<file path="src/rtl/hazard_ctrl_pkg.sv">
// Shared pipeline-control types and bus/register encodings for the hazard controller.
// The bus and register macros are defined here only when the core's sys_defs has not already done so.
`ifndef BUS_NONE
`define BUS_NONE 2'b00
`endif
`ifndef BUS_LOAD
`define BUS_LOAD 2'b01
`endif
`ifndef BUS_STORE
`define BUS_STORE 2'b10
`endif
`ifndef ZERO_REG
`define ZERO_REG 5'd0
`endif
`ifndef NOOP_INST
`define NOOP_INST 32'h0000_0013
`endif

package hazard_ctrl_pkg;

  typedef enum logic [1:0] {
    CTRL_RUN    = 2'd0,
    CTRL_DSTALL = 2'd1,
    CTRL_MWAIT  = 2'd2
  } ctrl_state_t;

  // One scoreboard slot per downstream pipeline register: ID/EX, EX/MEM, MEM/WB.
  localparam int unsigned SB_DEPTH = 3;

  typedef struct packed {
    logic       vld;
    logic [4:0] rd;
  } sb_entry_t;

  localparam sb_entry_t SB_EMPTY = '{vld: 1'b0, rd: `ZERO_REG};

  // Writes to x0 never produce a value, so they are tracked as empty slots.
  function automatic sb_entry_t mk_entry(logic vld, logic [4:0] rd);
    sb_entry_t e;
    e.vld = vld & (rd != `ZERO_REG);
    e.rd  = rd;
    return e;
  endfunction

  function automatic logic src_hit(logic use_rs, logic [4:0] rs, sb_entry_t e);
    return use_rs & (rs != `ZERO_REG) & e.vld & (e.rd == rs);
  endfunction

endpackage

</file>
<file path="src/rtl/hazard_scoreboard.sv">
// Destination-register scoreboard mirroring ID/EX, EX/MEM and MEM/WB; flags RAW hazards
// for the instruction currently in ID.
module hazard_scoreboard
  import hazard_ctrl_pkg::*;
#(
  parameter int unsigned RF_WRITE_THROUGH = 1
) (
  input  logic       clk,
  input  logic       rst,
  input  logic       ID_vld,
  input  logic [4:0] ID_rs1,
  input  logic [4:0] ID_rs2,
  input  logic       ID_use_rs1,
  input  logic       ID_use_rs2,
  input  logic [4:0] ID_rd,
  input  logic       id_ex_en,
  input  logic       ex_mem_en,
  input  logic       mem_wb_en,
  input  logic       id_ex_bubble,
  output logic       hz
);

  // With a write-through register file the MEM/WB slot is already visible to ID.
  localparam int unsigned NumChk = (RF_WRITE_THROUGH != 0) ? 2 : 3;

  sb_entry_t sb_q [SB_DEPTH];
  logic      hit;

  always_ff @(posedge clk or posedge rst) begin
    if (rst) begin
      for (int i = 0; i < int'(SB_DEPTH); i++) begin
        sb_q[i] <= SB_EMPTY;
      end
    end else begin
      if (id_ex_en) begin
        sb_q[0] <= mk_entry(ID_vld & ~id_ex_bubble, ID_rd);
      end
      if (ex_mem_en) begin
        sb_q[1] <= sb_q[0];
      end
      if (mem_wb_en) begin
        sb_q[2] <= sb_q[1];
      end
    end
  end

  always_comb begin
    hit = 1'b0;
    for (int i = 0; i < int'(NumChk); i++) begin
      hit = hit | src_hit(ID_use_rs1, ID_rs1, sb_q[i]) | src_hit(ID_use_rs2, ID_rs2, sb_q[i]);
    end
    hz = ID_vld & hit;
  end

endmodule

</file>
<file path="src/rtl/hazard_ctrl.sv">
// Pipeline controller: prioritises memory wait, EX redirect and RAW stalls into per-stage
// load enables and bubble/flush strobes, with a status FSM and a stall-cycle counter.
module hazard_ctrl
  import hazard_ctrl_pkg::*;
#(
  parameter int unsigned RF_WRITE_THROUGH = 1,
  parameter int unsigned CNT_W            = 32
) (
  input  logic             clk,
  input  logic             rst,
  input  logic             ID_vld,
  input  logic [4:0]       ID_rs1,
  input  logic [4:0]       ID_rs2,
  input  logic             ID_use_rs1,
  input  logic             ID_use_rs2,
  input  logic [4:0]       ID_rd,
  input  logic             EX_redirect,
  input  logic [1:0]       MEM_mem_cmd,
  input  logic             DM_ready,
  output logic             CTRL_if_en,
  output logic             CTRL_if_id_en,
  output logic             CTRL_id_ex_en,
  output logic             CTRL_ex_mem_en,
  output logic             CTRL_mem_wb_en,
  output logic             CTRL_if_id_flush,
  output logic             CTRL_id_ex_bubble,
  output logic [1:0]       CTRL_state,
  output logic [CNT_W-1:0] CTRL_stall_cnt
);

  ctrl_state_t      state_q, state_d;
  logic [CNT_W-1:0] stall_cnt_q;
  logic             hz;
  logic             mwait;

  hazard_scoreboard #(
    .RF_WRITE_THROUGH(RF_WRITE_THROUGH)
  ) u_scoreboard (
    .clk          (clk),
    .rst          (rst),
    .ID_vld       (ID_vld),
    .ID_rs1       (ID_rs1),
    .ID_rs2       (ID_rs2),
    .ID_use_rs1   (ID_use_rs1),
    .ID_use_rs2   (ID_use_rs2),
    .ID_rd        (ID_rd),
    .id_ex_en     (CTRL_id_ex_en),
    .ex_mem_en    (CTRL_ex_mem_en),
    .mem_wb_en    (CTRL_mem_wb_en),
    .id_ex_bubble (CTRL_id_ex_bubble),
    .hz           (hz)
  );

  assign mwait = (MEM_mem_cmd != `BUS_NONE) & ~DM_ready;

  // A redirect arriving during a memory wait stays in the frozen EX stage and is taken later.
  always_comb begin
    CTRL_if_en        = 1'b1;
    CTRL_if_id_en     = 1'b1;
    CTRL_id_ex_en     = 1'b1;
    CTRL_ex_mem_en    = 1'b1;
    CTRL_mem_wb_en    = 1'b1;
    CTRL_if_id_flush  = 1'b0;
    CTRL_id_ex_bubble = 1'b0;
    state_d           = CTRL_RUN;
    if (rst) begin
      state_d = CTRL_RUN;
    end else if (mwait) begin
      CTRL_if_en     = 1'b0;
      CTRL_if_id_en  = 1'b0;
      CTRL_id_ex_en  = 1'b0;
      CTRL_ex_mem_en = 1'b0;
      CTRL_mem_wb_en = 1'b0;
      state_d        = CTRL_MWAIT;
    end else if (EX_redirect) begin
      CTRL_if_id_flush  = 1'b1;
      CTRL_id_ex_bubble = 1'b1;
    end else if (hz) begin
      CTRL_if_en        = 1'b0;
      CTRL_if_id_en     = 1'b0;
      CTRL_id_ex_bubble = 1'b1;
      state_d           = CTRL_DSTALL;
    end
  end

  always_ff @(posedge clk or posedge rst) begin
    if (rst) begin
      state_q <= CTRL_RUN;
    end else begin
      state_q <= state_d;
    end
  end

  always_ff @(posedge clk or posedge rst) begin
    if (rst) begin
      stall_cnt_q <= '0;
    end else if (!CTRL_if_en && (stall_cnt_q != {CNT_W{1'b1}})) begin
      stall_cnt_q <= stall_cnt_q + CNT_W'(1);
    end
  end

  assign CTRL_state     = state_q;
  assign CTRL_stall_cnt = stall_cnt_q;

  a_flush_has_bubble : assert property (@(posedge clk) disable iff (rst)
    CTRL_if_id_flush |-> CTRL_id_ex_bubble);

endmodule

</file>
<file path="config.mk">
export PLATFORM = sky130hd
export DESIGN_NAME = hazard_ctrl
export DESIGN_NICKNAME = d
export VERILOG_FILES = /design/src/rtl/hazard_ctrl_pkg.sv /design/src/rtl/hazard_scoreboard.sv /design/src/rtl/hazard_ctrl.sv
export SDC_FILE = /design/constraint.sdc
export NUM_CORES = 1
export LEC_CHECK = 0
export ABC_AREA = 1
export CAP_MARGIN = 20
export CORE_ASPECT_RATIO = 0.5
export CORE_UTILIZATION = 40
export CTS_BUF_LIST = sky130_fd_sc_hd__clkbuf_16
export DETAILED_ROUTE_END_ITERATION = 7
export GPL_TIMING_DRIVEN = 0
export PLACE_DENSITY_LB_ADDON = 0.15
export SKIP_CTS_REPAIR_TIMING = 1
export SLEW_MARGIN = 40
export SYNTH_ARGS = -nofsm -noshare
export SYNTH_HDL_FRONTEND = slang
export SYNTH_SLANG_ARGS = --single-unit
</file>
<file path="constraint.sdc">
create_clock -name clk -period 4.3 [get_ports clk]
set_clock_uncertainty 0.2 [all_clocks]
set_input_delay 0.86 -clock clk [delete_from_list [all_inputs] [get_ports clk]]
set_output_delay 0.86 -clock clk [all_outputs]
set_load 0.01 [all_outputs]
</file>
==> Word-level counts from Yosys, hierarchy flattened <==
Index checks and enable logic that the tools add are counted.
{ "word_totals": {"register_bits": 46, "latch_bits": 0, "ramBits": 0, "romBits": 0, "inputBits": 24, "elab_cells": 54, "mem_count": 0} }
{ "classes": {"add_sub_neg": 1, "mul": 0, "div": 0, "n_lt_le_gt_ge": 0, "eq_ne": 5, "n_shift": 0, "n_mux": 17, "n_bitwise": 19, "reduce_logical": 6} }
{ "ops": {"columns": ["op", "n"], "rows": [
  ["$add A32 B1 Y32 const B", 1],
  ["$ne A32 B32 Y1 const B", 1],
  ["$eq A5 B5 Y1", 4],
  ["$mux W1", 15],
  ["$reduce_bool A5 Y1", 3],
  ["$and A1 B1 Y1", 14],
  ["$mux W2", 2],
  ["$or A1 B1 Y1", 3],
  ["$not A1 Y1", 2],
  ["$reduce_bool A2 Y1", 1],
  ["$logic_and A1 B1 Y1", 1],
  ["$logic_not A1 Y1", 1]
]} }

==> Longest topological paths before layout <==
Gate-level depths: netlist (run 1).
{ "depth": {"depth_word": 15, "depth_mapped": 15, "ltp_nobuf": 14} }

==> By module <==
A second synthesis (run 1) with hierarchy kept.
{ "hier_totals": {"hier_cells": 477, "hier_area_um2": 3141.8} }
{ "modules_own_cells": {"columns": ["mod", "instances", "cells_per_inst", "area_per_inst_um2"], "rows": [
  ["hazard_ctrl", 1, 351, 2321.0],
  ["hazard_scoreboard", 1, 126, 820.8]
]} }

==> Least setup slack after synthesis (run 1) <==
Ideal clock, no wire load.
{ "synth_path": {"path_type": "input port to output port", "startpoint": "in MEM_mem_cmd[1]", "endpoint": "out CTRL_if_id_en", "arrival_time_ns": 2.148, "setup_slack_ns": 1.092, "stages": 9, "cell_sequence": "nor2_1 -> nor2_1 -> inv_1 -> nor2_1 -> inv_2 -> nand2_1 -> clkbuf_1 -> inv_1 -> buf_4"} }
{ "synth_via": {"elab_chain_cells": 4} }
{ "synth_lines": {"columns": ["item", "line_no", "source"], "rows": [
  ["start: declaration", "hazard_ctrl.sv:18", "input logic [1:0] MEM_mem_cmd,"],
  ["$reduce_bool A2 Y1 (no source line)", null, null],
  ["$and A1 B1 Y1", "hazard_ctrl.sv:54", "assign mwait = (MEM_mem_cmd != `BUS_NONE) & ~DM_ready;"],
  ["$mux W1 (2 in series)", null, null],
  ["end: declaration", "hazard_ctrl.sv:21", "output logic CTRL_if_id_en,"]
]} }
No other way between the ends.

==> Worst setup path after layout (run 1) <==
{ "layout_path": {"startpoint": "in MEM_mem_cmd[1]", "endpoint": "out CTRL_id_ex_en"} }
{ "layout_via": {"elab_chain_cells": 4} }
{ "layout_lines": {"columns": ["item", "line_no", "source"], "rows": [
  ["$reduce_bool A2 Y1 (no source line)", null, null],
  ["$and A1 B1 Y1", "hazard_ctrl.sv:54", null],
  ["$mux W1", "hazard_ctrl.sv:68", "end else if (mwait) begin"],
  ["$mux W1", "hazard_ctrl.sv:66", "if (rst) begin"],
  ["end: declaration", "hazard_ctrl.sv:22", "output logic CTRL_id_ex_en,"]
]} }
No other way between the ends.

==> impl_summary.txt, run 1 <==
----------------------------------------------------
[Routing]
  Post-detailed-routing wire length ... 7.771 mm
  DRT met1 WL ... 3.982 mm
  Detailed route wirelength on metal3 ... 408 um
  Final antenna-violating net count ... 0
  Via density ... 4.826
  Number of detailed-routing iterations run before antenna repair ... 4
  Detailed-route DRC error count ... 0
  Met2 Routed Length ... 3.293 mm
  Vias ... 2862
  Top sig layer ... met4
  Iteration-0 DRC Markers ... 168
  Detail-routed net length per standard cell ... 13.10 um

[Critical path]
  Capturing instance or port of the critical path ... CTRL_id_ex_en
  Reg-to-reg endpoint ... CTRL_stall_cnt[26]$_DFFE_PP0P_
  CP max-delay cell ... sky130_fd_sc_hd__clkdlybuf4s50_1
  Cell-by-cell trace of the critical path ... clkdlybuf4s50_1 -> nor2_1 -> nor2_1 -> inv_1 -> nor2_1 -> inv_2 -> clkbuf_1 -> buf_4 -> clkdlybuf4s50_1
  FF-to-FF path depth ... 11
  Critical path data required time ... 3.24 ns
  Arrival time at the worst endpoint ... 3.03 ns
  Reg-to-reg setup timing slack ... 1.82 ns
  Startpoint of the most critical register-to-register path ... CTRL_stall_cnt[1]$_DFFE_PP0P_
  CP Capture Type ... output port
  Worst path depth ... 9
  Critical path peak fanout ... 12
  Critical path class ... in -> out
  Stage delay of the slowest cell on the critical path ... 0.47 ns
  CP most frequent cell ... sky130_fd_sc_hd__nor2_1
  Source of the critical timing path ... MEM_mem_cmd[1]
  Buffering stage count on the worst path with inverters included ... 6
  Top cell family by delay on the critical path ... buffers and inverters
  CP startpoint kind ... input pin

[STA]
  Fin crit period ... 4.090 ns
  Worst max-slew margin expressed relative to the limit ... 66.98%
  Final period utilization ... 95.12%
  Worst Tran Pin Value ... 0.4953 ns
  Fmax ... 244.5 MHz
  RSZ-0062 raised after global routing ... false
  Worst Hold Slack ... 0.2820 ns
  Count of final hold-check violations ... 0
  Total count of max-transition violations in the final report ... 0
  Final setup fails ... 0
  Final sum of negative setup slack ... 0 ns

[Placement]
  Port Buf Inserts ... 64
  Post-detail-place hpwl ... 5.966 mm
  Routability congestion estimate ... 0.9305

[Synthesis]
  Cells after Synth ... 425
  Sequential-to-total area share from yosys stat ... 38.61%
  Combinational family with the most area after synthesis ... simple AND/OR/NAND/NOR gates
  Share of synthesized cell area in full adder, half adder and majority cells ... 0.4196%
  Number of flip-flops and latches in the synthesized netlist ... 46
  Average size of a mapped cell ... 7.016 sq um
  Synth Area in Simple Gates ... 39.95%
  Number of different library cells in the post-synthesis netlist ... 22
  Syn nets ... 450
  Multiplexer area fraction after synthesis ... 0%
  Xor-xnor portion of the synthesized cell area ... 12.34%
  Compound-Gate Fraction of Synth Area ... 1.846%
  Post-synthesis instance area ... 0.002982 sq mm
  Synth Warn # ... 0

[Clock tree]
  Clk pin slew, worst setup/hold paths ... 0.06 ns
  CTS Sinks ... 46
  Maximum buffer depth of the clock tree ... 2
  Clock tree from TritonCTS ... yes
  Clk_lat worst skew ... 0.29 ns
  Cell at the root of the clock tree ... sky130_fd_sc_hd__clkbuf_16
  Max H-tree Level ... 2
  Number of buffers created by CTS ... 5

[Pwr]
  Power Density ... 293.8 mW/mm^2
  Peak supply drop ... 287.1 uV
  Total leakage power ... 1.916 nW
  Register share of total power ... 43.6%
  Internal Power ... 0.0008461 W
  Switching power as a share of total power ... 27.32%
  Comb pwr share ... 18.3%
  Net load switching power ... 0.0003180 W
  Portion of total power attributed to the clock network ... 38.1%
  Overall power of the completed layout ... 0.001164 W

[Global route]
  Global Route Usage Sum ... 21.37%
  Remaining global-route overflow ... 0
  Global-route wire length before repair ... 12.79 mm
  Via count of the first global-routing pass ... 2580
  Maximum number of pins on one net before global-route repair ... 36
  Number of antenna violations at the first check in global routing ... 0

[Die]
  Number of standard-cell rows in the floorplan ... 21
  Die boundary width ... 124.1 um
  Die Area ... 0.007825 sq mm
  Core region area ... 0.006937 sq mm
  Overall die height ... 63.05 um
  I/O pin cnt ... 65
  Initial standard-cell utilization of the core ... 42.98%

[Worst hold path]
  Class of the most critical hold timing path ... reg -> reg

[Status]
  Status ... finished, final reports clean

[Finish]
  Total inserted antenna cells ... 0
  Total Nets Final ... 525
  FF/Latch Area ... 0.001151 sq mm
  Number of filler cells placed in the layout ... 706
  Share of cells above drive strength 1 ... 6.587%
  Area of combinational cells with multiple inputs ... 0.001634 sq mm
  Layout overhead on the synthesized area ... 32.90%

[Flow run]
  Maximum capacitance violations ... 0

----------------------------------------------------
## worst min path at each step
stage | slack, ns | endpoint | start | cells past startpoint
after detailed placement | 0.27 | u_scoreboard.sb_q[11]$_DFFE_PP0N_ | u_scoreboard.sb_q[11]$_DFFE_PP0N_ | 2
final | 0.28 | u_scoreboard.sb_q[11]$_DFFE_PP0N_ | u_scoreboard.sb_q[11]$_DFFE_PP0N_ | 2
after global routing | 0.31 | u_scoreboard.sb_q[11]$_DFFE_PP0N_ | u_scoreboard.sb_q[11]$_DFFE_PP0N_ | 2
after global placement | 0.27 | u_scoreboard.sb_q[11]$_DFFE_PP0N_ | u_scoreboard.sb_q[11]$_DFFE_PP0N_ | 2
after CTS | 0.29 | u_scoreboard.sb_q[11]$_DFFE_PP0N_ | u_scoreboard.sb_q[11]$_DFFE_PP0N_ | 2
after floorplan | 0.25 | u_scoreboard.sb_q[11]$_DFFE_PP0N_ | u_scoreboard.sb_q[11]$_DFFE_PP0N_ | 2
## cells in the final DEF, fill, tap and decap left out, types with 4 or more instances in the layout
| master | n |
|---|---|
| sky130_fd_sc_hd__nor2_1 | 46 |
| sky130_fd_sc_hd__clkdlybuf4s50_1 | 64 |
| sky130_fd_sc_hd__inv_2 | 4 |
| sky130_fd_sc_hd__xor2_1 | 27 |
| sky130_fd_sc_hd__clkbuf_16 | 5 |
| sky130_fd_sc_hd__nand4_1 | 11 |
| sky130_fd_sc_hd__nor4_1 | 5 |
| sky130_fd_sc_hd__o21ai_0 | 10 |
| sky130_fd_sc_hd__dfrtp_1 | 46 |
| sky130_fd_sc_hd__inv_1 | 27 |
| sky130_fd_sc_hd__clkbuf_1 | 6 |
| sky130_fd_sc_hd__nand2_1 | 152 |
| sky130_fd_sc_hd__xnor2_1 | 15 |
| sky130_fd_sc_hd__nand3_1 | 46 |
| sky130_fd_sc_hd__nor3_1 | 11 |
| sky130_fd_sc_hd__buf_4 | 8 |
## state kept, by name, summed over array words and instances, names as in the netlist
| signal | count |
|---|---|
| CTRL_stall_cnt | 32 |
| u_scoreboard.sb_q | 12 |
| CTRL_state | 2 |
## through the flow
| stage | worst slack [ns] | std cells | cell area [sq um] | utilization (%) |
|---|---|---|---|---|
| 5_1_grt | 0.02301 | 593 | 3963 | 57.12 |
| 2_1_floorplan | 1.092 | 425 | 2982 | - |
| 3_5_place_dp | -0.1962 | 582 | 3760 | 54.20 |
| 6_report | 0.2099 | 593 | 3963 | 57.12 |
| 4_1_cts | -0.2017 | 590 | 3929 | 56.64 |
| 3_3_place_gp | -0.1853 | 581 | 3737 | 53.88 |
## layer usage
layer / global-route usage [%] / up-vias
met5: 0 / -
met4: 5.506 / 0
met3: 4.982 / 8
met2: 31.77 / 63
met1: 30.99 / 1293
li1: - / 1498
## tightest hold or removal path: cells and delay by family (launching register included)
| family | cells | cell delay [ns] |
|---|---|---|
| flip-flops | 1 | 0.34 |
| AND/OR/NAND/NOR | 2 | 0.10 |
## final cells by class
| class | instances | area share (%) |
|---|---|---|
| Buffer | 13 | 2.021 |
| Clock buffer | 5 | 3.158 |
| Clock inverter | 3 | 1.105 |
| Inverter | 32 | 3.094 |
| Multi-Input combinational cell | 333 | 41.24 |
| Sequential cell | 46 | 29.05 |
| Tap cell | 92 | 2.905 |
| Timing Repair Buffer | 69 | 17.43 |
## power by group through the flow
stage | combinational, W | clock (W) | sequential, W
floorplan | 0.000107 | 0 | 0.000514
global placement | 0.000207 | 0 | 0.000514
detailed placement | 0.000210 | 0 | 0.000515
CTS | 0.000212 | 0.000451 | 0.000507
global route | 0.000239 | 0.000473 | 0.000512
finish | 0.000213 | 0.000443 | 0.000508
## cell usage after synthesis
library cell | instances | area, sq um
sky130_fd_sc_hd__clkbuf_1 | 7 | 26.28
sky130_fd_sc_hd__xnor2_1 | 15 | 131.4
sky130_fd_sc_hd__nor4_1 | 5 | 31.28
sky130_fd_sc_hd__nand4_1 | 11 | 68.82
sky130_fd_sc_hd__buf_4 | 4 | 30.03
sky130_fd_sc_hd__nand3_2 | 2 | 20.02
sky130_fd_sc_hd__nor3_1 | 11 | 55.05
sky130_fd_sc_hd__nand2_2 | 2 | 12.51
sky130_fd_sc_hd__xor2_1 | 27 | 236.5
sky130_fd_sc_hd__buf_2 | 1 | 5.000
sky130_fd_sc_hd__ha_1 | 1 | 12.51
sky130_fd_sc_hd__buf_6 | 2 | 22.52
sky130_fd_sc_hd__nand3_1 | 46 | 230.2
sky130_fd_sc_hd__o21ai_0 | 10 | 50.05
sky130_fd_sc_hd__nor3_2 | 2 | 20.02
sky130_fd_sc_hd__nand2_1 | 153 | 574.3
sky130_fd_sc_hd__nor2_1 | 46 | 172.7
sky130_fd_sc_hd__nor2_2 | 1 | 6.260
sky130_fd_sc_hd__a21oi_1 | 1 | 5.000
sky130_fd_sc_hd__dfrtp_1 | 46 | 1151
sky130_fd_sc_hd__inv_1 | 28 | 105.1
sky130_fd_sc_hd__inv_2 | 4 | 15.01
## cell families (layout without fill, tap and decap cells)
kind of cell / count (synthesis) / in the layout
xor gates and xnor gates: 42 / 42
and+or+nand+nor: 279 / 279
buffers and inverters: 46 / 122
DFF: 46 / 46
adders and majority gates: 1 / 1
AOI/OAI and AO/OA: 11 / 11
No activity file was read; power rests on OpenSTA's default activity.
==> run 2: changes to the inputs <==
ABC_CLOCK_PERIOD_IN_PS = 4300   (was default)
CORE_UTILIZATION = 45   (was 40)
==> run 2 against run 1 <==
Net effect: power fell by 7.0%; core utilization increased by 5.4 points; final cell count fell by 1.3%; clock power down 17%; global-route usage grew 2.1 points; wire length fell by 3.2%; sequential share of layout area grew 0.49 points; clock-buffer cell count unchanged; combinational power hardly changed; first-iteration DRC count rose by 10%; register-to-register slack got worse by 0.07 ns.
==> impl_summary.txt, run 2 (synthesis results as in run 1) <==
----------------------------------------------------
[Global route]
  Remaining global-route overflow ... 0 (unchanged)
  Maximum number of pins on one net before global-route repair ... 36 (unchanged)
  Global Route Usage Sum ... 23.43% (was 21.37%)
  Met1 usage ... 32.88% (was 30.99%)
  Global-route met3 utilization ... 4.397% (was 4.982%)
  Global-route met2 utilization ... 37.95% (was 31.77%)
  Global-route wire length before repair ... 12.28 mm (was 12.79 mm)
  Most used routing layer ... met2 (unchanged)
  Via count of the first global-routing pass ... 2605 (was 2580)
  Number of antenna violations at the first check in global routing ... 0 (unchanged)

[Clock tree]
  Clock tree from TritonCTS ... yes (unchanged)
  Cell at the root of the clock tree ... sky130_fd_sc_hd__clkbuf_16 (unchanged)
  Maximum buffer depth of the clock tree ... 2 (unchanged)
  CTS Sinks ... 46 (unchanged)
  Clk pin slew, worst setup/hold paths ... 0.06 ns (about the same)
  Max H-tree Level ... 2 (unchanged)
  Clk_lat worst skew ... 0.29 ns (about the same)
  Number of buffers created by CTS ... 5 (unchanged)

[STA]
  Final WS setup ... 0.2181 ns (was 0.2099 ns)
  Total count of max-transition violations in the final report ... 0 (unchanged)
  Final period utilization ... 94.93% (was 95.12%)
  Fmax ... 245.0 MHz (was 244.5 MHz)
  Count of final hold-check violations ... 0 (unchanged)
  RSZ-0062 raised after global routing ... false (unchanged)
  Worst max-slew margin expressed relative to the limit ... 66.72% (was 66.98%)
  Fin crit period ... 4.082 ns (was 4.090 ns)
  Final sum of negative setup slack ... 0 ns (unchanged)
  Final setup fails ... 0 (unchanged)
  Worst Tran Pin Value ... 0.4954 ns (was 0.4953 ns)

[Finish]
  Total inserted antenna cells ... 0 (unchanged)
  Layout overhead on the synthesized area ... 30.68% (was 32.90%)
  Commonest non-fill, non-tap cells in the layout ... sky130_fd_sc_hd__nand2_1 (152), sky130_fd_sc_hd__clkdlybuf4s50_1 (64), sky130_fd_sc_hd__dfrtp_1 (46), sky130_fd_sc_hd__nor2_1 (46), sky130_fd_sc_hd__nand3_1 (46) (unchanged)
  Share of cells above drive strength 1 ... 5.433% (was 6.587%)
  Flip-flop count of the largest register after layout ... 32 (unchanged)
  Fin area ... 0.003896 sq mm (was 0.003963 sq mm)
  Number of filler cells placed in the layout ... 584 (was 706)
  FF/Latch Area ... 0.001151 sq mm (unchanged)
  Area of combinational cells with multiple inputs ... 0.001634 sq mm (unchanged)
  Total Nets Final ... 521 (was 525)
  Most frequent standard cell in the layout excluding fill and tap cells ... sky130_fd_sc_hd__nand2_1 (unchanged)
  Finished Layout Cells ... 585 (was 593)

[Critical path]
  CP Capture Type ... output port (unchanged)
  Critical path peak fanout ... 16 (was 12)
  CP startpoint kind ... input pin (unchanged)
  Arrival time at the worst endpoint ... 3.02 ns (was 3.03 ns)
  Critical path class ... in -> out (unchanged)
  Critical path data required time ... 3.24 ns (about the same)

[Flow run]
  Maximum capacitance violations ... 0 (unchanged)

[Placement]
  Routability congestion estimate ... 0.9658 (was 0.9305)
  Port Buf Inserts ... 64 (unchanged)
  Number of cells after detailed placement ... 578 (was 582)
  Placed standard-cell area ... 0.003755 sq mm (was 0.003760 sq mm)
  Post-detail-place hpwl ... 5.818 mm (was 5.966 mm)
  DP Worst Slack ... -0.1807 ns (was -0.1962 ns)

[Routing]
  Detail-routed net length per standard cell ... 12.86 um (was 13.10 um)
  Number of detailed-routing iterations run before antenna repair ... 4 (unchanged)
  Vias ... 2901 (was 2862)
  Via density ... 4.959 (was 4.826)
  Final antenna-violating net count ... 0 (unchanged)
  Iteration-0 DRC Markers ... 185 (was 168)
  Post-detailed-routing wire length ... 7.525 mm (was 7.771 mm)
  Detailed-route DRC error count ... 0 (unchanged)

[Worst hold path]
  Class of the most critical hold timing path ... reg -> reg (unchanged)

[Pwr]
  Internal Power ... 0.0007790 W (was 0.0008461 W)
  Power Density ... 277.8 mW/mm^2 (was 293.8 mW/mm^2)
  Comb pwr share ... 19.4% (was 18.3%)
  Total leakage power ... 1.883 nW (was 1.916 nW)
  Switching power as a share of total power ... 28.04% (was 27.32%)
  Portion of total power attributed to the clock network ... 33.8% (was 38.1%)
  Net load switching power ... 0.0003035 W (was 0.0003180 W)
  Register share of total power ... 46.9% (was 43.6%)
  Overall power of the completed layout ... 0.001083 W (was 0.001164 W)
  Peak supply drop ... 242.1 uV (was 287.1 uV)

[Die]
  Core region area ... 0.006231 sq mm (was 0.006937 sq mm)
  Die boundary width ... 117.1 um (was 124.1 um)
  Initial standard-cell utilization of the core ... 47.85% (was 42.98%)
  Overall die height ... 59.56 um (was 63.05 um)
  Die Area ... 0.006975 sq mm (was 0.007825 sq mm)
  Number of standard-cell rows in the floorplan ... 20 (was 21)
  I/O pin cnt ... 65 (unchanged)

[Status]
  Status ... finished, final reports clean (unchanged)

----------------------------------------------------
run 2: worst max-delay path, cell delays in order:
cell and delay (ns):
sky130_fd_sc_hd__clkdlybuf4s50_1 0.55, sky130_fd_sc_hd__inv_1 0.06, sky130_fd_sc_hd__nand2_1 0.06, sky130_fd_sc_hd__nand2_1 0.04, sky130_fd_sc_hd__nor2_1 0.14, sky130_fd_sc_hd__nand3_1 0.09, sky130_fd_sc_hd__nor2_1 0.09, sky130_fd_sc_hd__nor2_1 0.06
sky130_fd_sc_hd__nand2_1 0.09, sky130_fd_sc_hd__nand3_1 0.14, sky130_fd_sc_hd__nand2_4 0.19, sky130_fd_sc_hd__inv_1 0.08, sky130_fd_sc_hd__buf_4 0.13, sky130_fd_sc_hd__clkdlybuf4s50_1 0.46
run 2: path summary, 6_finish.rpt:
check	from	to	slack, ns	cells past startpoint
min reg2reg	u_scoreboard.sb_q[11]$_DFFE_PP0N_	u_scoreboard.sb_q[11]$_DFFE_PP0N_	0.29	2
max reg2reg	CTRL_stall_cnt[1]$_DFFE_PP0P_	CTRL_stall_cnt[26]$_DFFE_PP0P_	1.75	11
max in group asynchronous	rst	CTRL_stall_cnt[22]$_DFFE_PP0P_	2.76	3
max	ID_rs1[0]	CTRL_if_id_en	0.22	14
min in group asynchronous	rst	u_scoreboard.sb_q[13]$_DFFE_PP0N_	0.73	2
min	u_scoreboard.sb_q[11]$_DFFE_PP0N_	u_scoreboard.sb_q[11]$_DFFE_PP0N_	0.29	2
run 2: per-stage QoR:
step / hold slack, ns / utilization, %
after global routing: 0.3386 / 62.53
after CTS: 0.2916 / 62.47
after floorplan: 0.2493 / -
after detailed placement: 0.2749 / 60.26
after global placement: 0.2625 / 59.90
final: 0.2876 / 62.53
run 2: layout make-up:
class	instances	share of cell area, %
buffer	13	2.055
sequential	46	29.54
tap	88	2.826
clock inverter	3	0.3211
inverter	32	3.147
clock buffer	5	3.211
timing repair buffer	65	16.96
multi-input combinational	333	41.94
run 2: per-layer routing:
layer  vias up  part of all wire, %  wire length [um]
li1       1488                    -                 -
met3        10                  4.9               366
met4         0                 0.78                59
met2        66                   44              3317
met1      1337                   50              3781
met5         -                    0                 0
run 2: power groups by stage:
stage	clock (W)	combinational [W]	sequential (W)
after floorplan	0	0.000107	0.000514
after global placement	0	0.000206	0.000515
after detailed placement	0	0.000211	0.000515
after CTS	0.000373	0.000212	0.000507
after global routing	0.000396	0.000233	0.000513
final	0.000366	0.000210	0.000507
==> RTL change 1: new RTL, settings of run 1 <==
Register the output `CTRL_stall_cnt` once more, cleared by the reset; this adds one clock of latency there. The other outputs are not delayed to match.
--- a/src/rtl/hazard_ctrl.sv
+++ b/src/rtl/hazard_ctrl.sv
@@ -100,7 +100,13 @@
   end
 
   assign CTRL_state     = state_q;
-  assign CTRL_stall_cnt = stall_cnt_q;
+  always_ff @(posedge clk or posedge rst) begin
+    if (rst) begin
+      CTRL_stall_cnt <= '0;
+    end else begin
+      CTRL_stall_cnt <= stall_cnt_q;
+    end
+  end
 
   a_flush_has_bubble : assert property (@(posedge clk) disable iff (rst)
     CTRL_if_id_flush |-> CTRL_id_ex_bubble);
Formal check against the unedited RTL: not equivalent (Yosys sat finds a counterexample within 4 cycles, from zero or initial values and one cycle with rst high).
==> RTL change 1 against run 1 <==
  * Via count grew 12%
  * Critical path depth rose by 6
  * Area after synthesis rose by 28%
  * Sequential cell count up 32
  * Register-to-register slack worse by 0.04 ns
  * Power is 57% higher
  * Combinational power increased by 9.4%
  * Worst setup slack worse by 0.064 ns
  * Wire length up 12%
  * Design area up 26%
  * Final cell count rose by 12%
  * Critical path type unchanged
  * Largest power group unchanged
  * Highest routed layer unchanged
==> RTL change 1: results <==
{
  "inverters_excl_clock": 33,
  "multi_input_area_share": 0.3285,
  "synth_compound_area_frac": 0.01413,
  "fin_ws_ns": 0.1461,
  "area_growth_pct": 31.60,
  "power_density_nw_per_um2": 364.5,
  "min_from": "stall_cnt_q[31]",
  "holdPathStages": 0,
  "synthXorXnorAreaFrac": 0.09658,
  "final-clk-cell-share": 0.06116,
  "drtIter0Drc": 127,
  "status": "finished, final reports clean",
  "r2r_cells": 9,
  "yosys.area_share.adder": 0.003285,
  "seq_share": 0.3894,
  "nets": 567,
  "dp_slack_ns": 0.008405,
  "gp_congestion": 0.8798,
  "max_slew.worst_pin.slew_ns": 0.7323,
  "track_usage": 0.1963,
  "whs_ns": 0.2196,
  "nMultiInputCombCells": 338,
  "worstReg2RegStart": "stall_cnt_q[0]",
  "coreArea_um2": 8979,
  "htree_levels": 3,
  "synthTopCellsByCount": "nand2_1, dfrtp_1, nor2_1, nand3_1, inv_1",
  "viasPerCell": 4.840,
  "ir_worst_vdd_mv": 0.3481,
  "crit_start": "ID_rs1[1]",
  "cts_buffer_depth": 2,
  "dp.cells": 647,
  "synth_area_leaders": "dfrtp_1, nand2_1, xor2_1",
  "reg2reg_slack_ns": 1.78,
  "r2r_end": "stall_cnt_q[12]",
  "cts.sinks": 78,
  "p_leak_nw": 2.486,
  "drive_above_1_share": 0.06581,
  "dp_hpwl_um": 6687,
  "synthDistinctLibCells": 24,
  "first_global_vias": 3089,
  "power_frac_comb": 0.127,
  "postSynthCellCount": 463,
  "dpl_cell_area_um2": 4674,
  "powerClk_w": 0.000769,
  "cp_max_fo": 10,
  "nClkBuffers": 9,
  "wire_per_inst_um": 13.12,
  "critPathCapture": "CTRL_if_id_en",
  "clock_latency_ns": 0.33,
  "nonClkBufAreaFrac": 0.1663,
  "min_to": "CTRL_stall_cnt[31]",
  "synth_nets": 488,
  "yosysSeqAreaShare": 0.5125,
  "netSwitchingFraction": 0.2378,
  "num_vias": 3214,
  "hold_path.class": "flip-flop to flip-flop",
  "fill_cells": 844
}
## RTL change 1: changes by cell type after synthesis, moves of 3 or more
cell / before / now
buf_2: 1 / 4
clkbuf_1: 7 / 4
dfrtp_1: 46 / 78
inv_1: 28 / 33
inv_2: 4 / 0
nand2_1: 153 / 162
nand4_1: 11 / 6
## RTL change 1: critical path, cell delays in order
cell	delay [ns]
clkdlybuf4s50_1	0.55
inv_1	0.06
nand2_1	0.05
nand2_1	0.05
nor2_1	0.13
nand3_1	0.09
nor2_1	0.10
nor2_1	0.05
nand2_1	0.11
nand4_1	0.10
nand2_2	0.14
buf_6	0.15
inv_1	0.05
buf_4	0.12
clkdlybuf4s50_1	0.46
## RTL change 1: cells by family after synthesis
family | Yosys count
xor+xnor | 42
simple gates | 285
buf+inv | 47
compound gates | 10
fa+ha+maj | 1
flops | 78
## RTL change 1: per-layer routing
metal	up-vias	routed length [um]	track usage
met3	9	428	0.04739
met1	1509	4519	0.2800
li1	1629	-	-
met2	67	3677	0.2944
met4	0	87	0.06593
met5	-	0	0
==> RTL change 2: new RTL, settings of run 1 <==
Made on the original files. `CNT_W`: 32 -> 40.
--- a/src/rtl/hazard_ctrl.sv
+++ b/src/rtl/hazard_ctrl.sv
@@ -4,7 +4,7 @@
   import hazard_ctrl_pkg::*;
 #(
   parameter int unsigned RF_WRITE_THROUGH = 1,
-  parameter int unsigned CNT_W            = 32
+  parameter int unsigned CNT_W            = 40
 ) (
   input  logic             clk,
   input  logic             rst,
Ports: changed (resized CTRL_stall_cnt); port bits go from 65 to 73. No check against the original RTL was run, so the function may have changed too.
==> RTL change 2 against run 1 <==
  * Clock power shrank 5.9%
  * Sequential cell count increased by 8
  * Die area increased by 20%
  * Worst setup slack better by 0.0088 ns
  * Area after synthesis up 20%
  * Register-to-register slack lost 0.20 ns
  * Wire length up 30%
  * Power up 4.7%
  * Design area rose by 16%
  * Largest cell class unchanged
==> RTL change 2: results <==
{
  "synthTopCellsByCount": "nand2_1, nor2_1, nand3_1, dfrtp_1, inv_1",
  "synthXorXnorAreaFrac": 0.1224,
  "portBuffers": 72,
  "met2_length_um": 4416,
  "whs_ns": 0.2986,
  "cp_max_fo": 14,
  "status": "finished, final reports clean",
  "dpl_cell_area_um2": 4462,
  "synth_area_leaders": "dfrtp_1, nand2_1, xor2_1",
  "synth_compound_area_frac": 0.01259,
  "drive_above_1_share": 0.03960,
  "drtIter0Drc": 192,
  "dp.cells": 711,
  "ir_worst_vdd_mv": 0.1872,
  "arrival_ns": 3.02,
  "nets": 630,
  "synth_top_family_by_area": "simple AND/OR/NAND/NOR gates",
  "num_vias": 3508,
  "grt_pass1_wl_um": 16410,
  "p_leak_nw": 2.197,
  "yosys.area_share.adder": 0.003497,
  "ys_warn_count": 0,
  "synth_nets": 551,
  "track_usage": 0.2296,
  "grt_use_met3": 0.04240,
  "gp_congestion": 0.9110,
  "yosysSeqAreaShare": 0.3776,
  "met3_length_um": 597,
  "postSynthCellCount": 526,
  "layoutNonFillerInstCount": 718,
  "slowest_delay_ns": 0.53,
  "synthDistinctLibCells": 20,
  "reg2reg_slack_ns": 1.62,
  "met1_usage": 0.3201,
  "use_met2": 0.3763,
  "met1_length_um": 5023,
  "max_slew.worst_pin.slew_ns": 0.5464,
  "largest_register_ffs": 40,
  "wire_per_inst_um": 14.08,
  "first_global_vias": 3362,
  "dp_hpwl_um": 7774
}
RTL change 2: changes by cell type in the layout (fill, tap and decap cells not counted), sizes merged, moves of 3 or more:
cell           change
nor3               +5
clkdlybuf4s50      +8
xnor2              -3
nor2              +13
xor2              +11
nand3              +9
inv               +18
nand2             +35
dfrtp              +8
RTL change 2: worst paths after layout:
path	from	end	cells past startpoint
max	ID_rs1[1]	CTRL_if_id_en	14
min	u_scoreboard.sb_q[11]	u_scoreboard.sb_q[11]	2
max reg2reg	CTRL_stall_cnt[0]	CTRL_stall_cnt[31]	11
min reg2reg	u_scoreboard.sb_q[11]	u_scoreboard.sb_q[11]	2
max in group asynchronous	rst	CTRL_stall_cnt[12]	3
min in group asynchronous	rst	u_scoreboard.sb_q[17]	2
RTL change 2: through the flow:
step,util,TNS (ns),setup slack [ns]
final,0.5548,0,0.2187
after global routing,0.5548,-0.03709,-0.03709
after CTS,0.5541,-0.2992,-0.2049
after detailed placement,0.5365,-0.2710,-0.1925
after global placement,0.5338,-3.015,-1.289
after floorplan,-,0,0.2999
RTL change 2: final cells by class:
type	count	area [um^2]
fillers	859	3702
multi-input cells	403	1951
flip-flops and latches	54	1351
repair buffers	73	740.7
inverters	51	193.9
well taps	112	140.1
clock buffers	5	125.1
plain buffers	17	91.34
clock inverters	3	21.27
RTL change 2: report_power, final:
group | switching, W | total [W] | internal [W]
Sequential | 0.0000482 | 0.000585 | 0.000537
Combinational | 0.000112 | 0.000218 | 0.000106
Clock | 0.000200 | 0.000417 | 0.000217
Total | 0.000360 | 0.00122 | 0.000859
RTL change 2: cells by family after synthesis:
group | count (synthesis)
AOI/OAI and AO/OA | 9
xor gates and xnor gates | 50
adders and majority gates | 1
buffers and inverters | 69
DFF | 54
and+or+nand+nor | 343
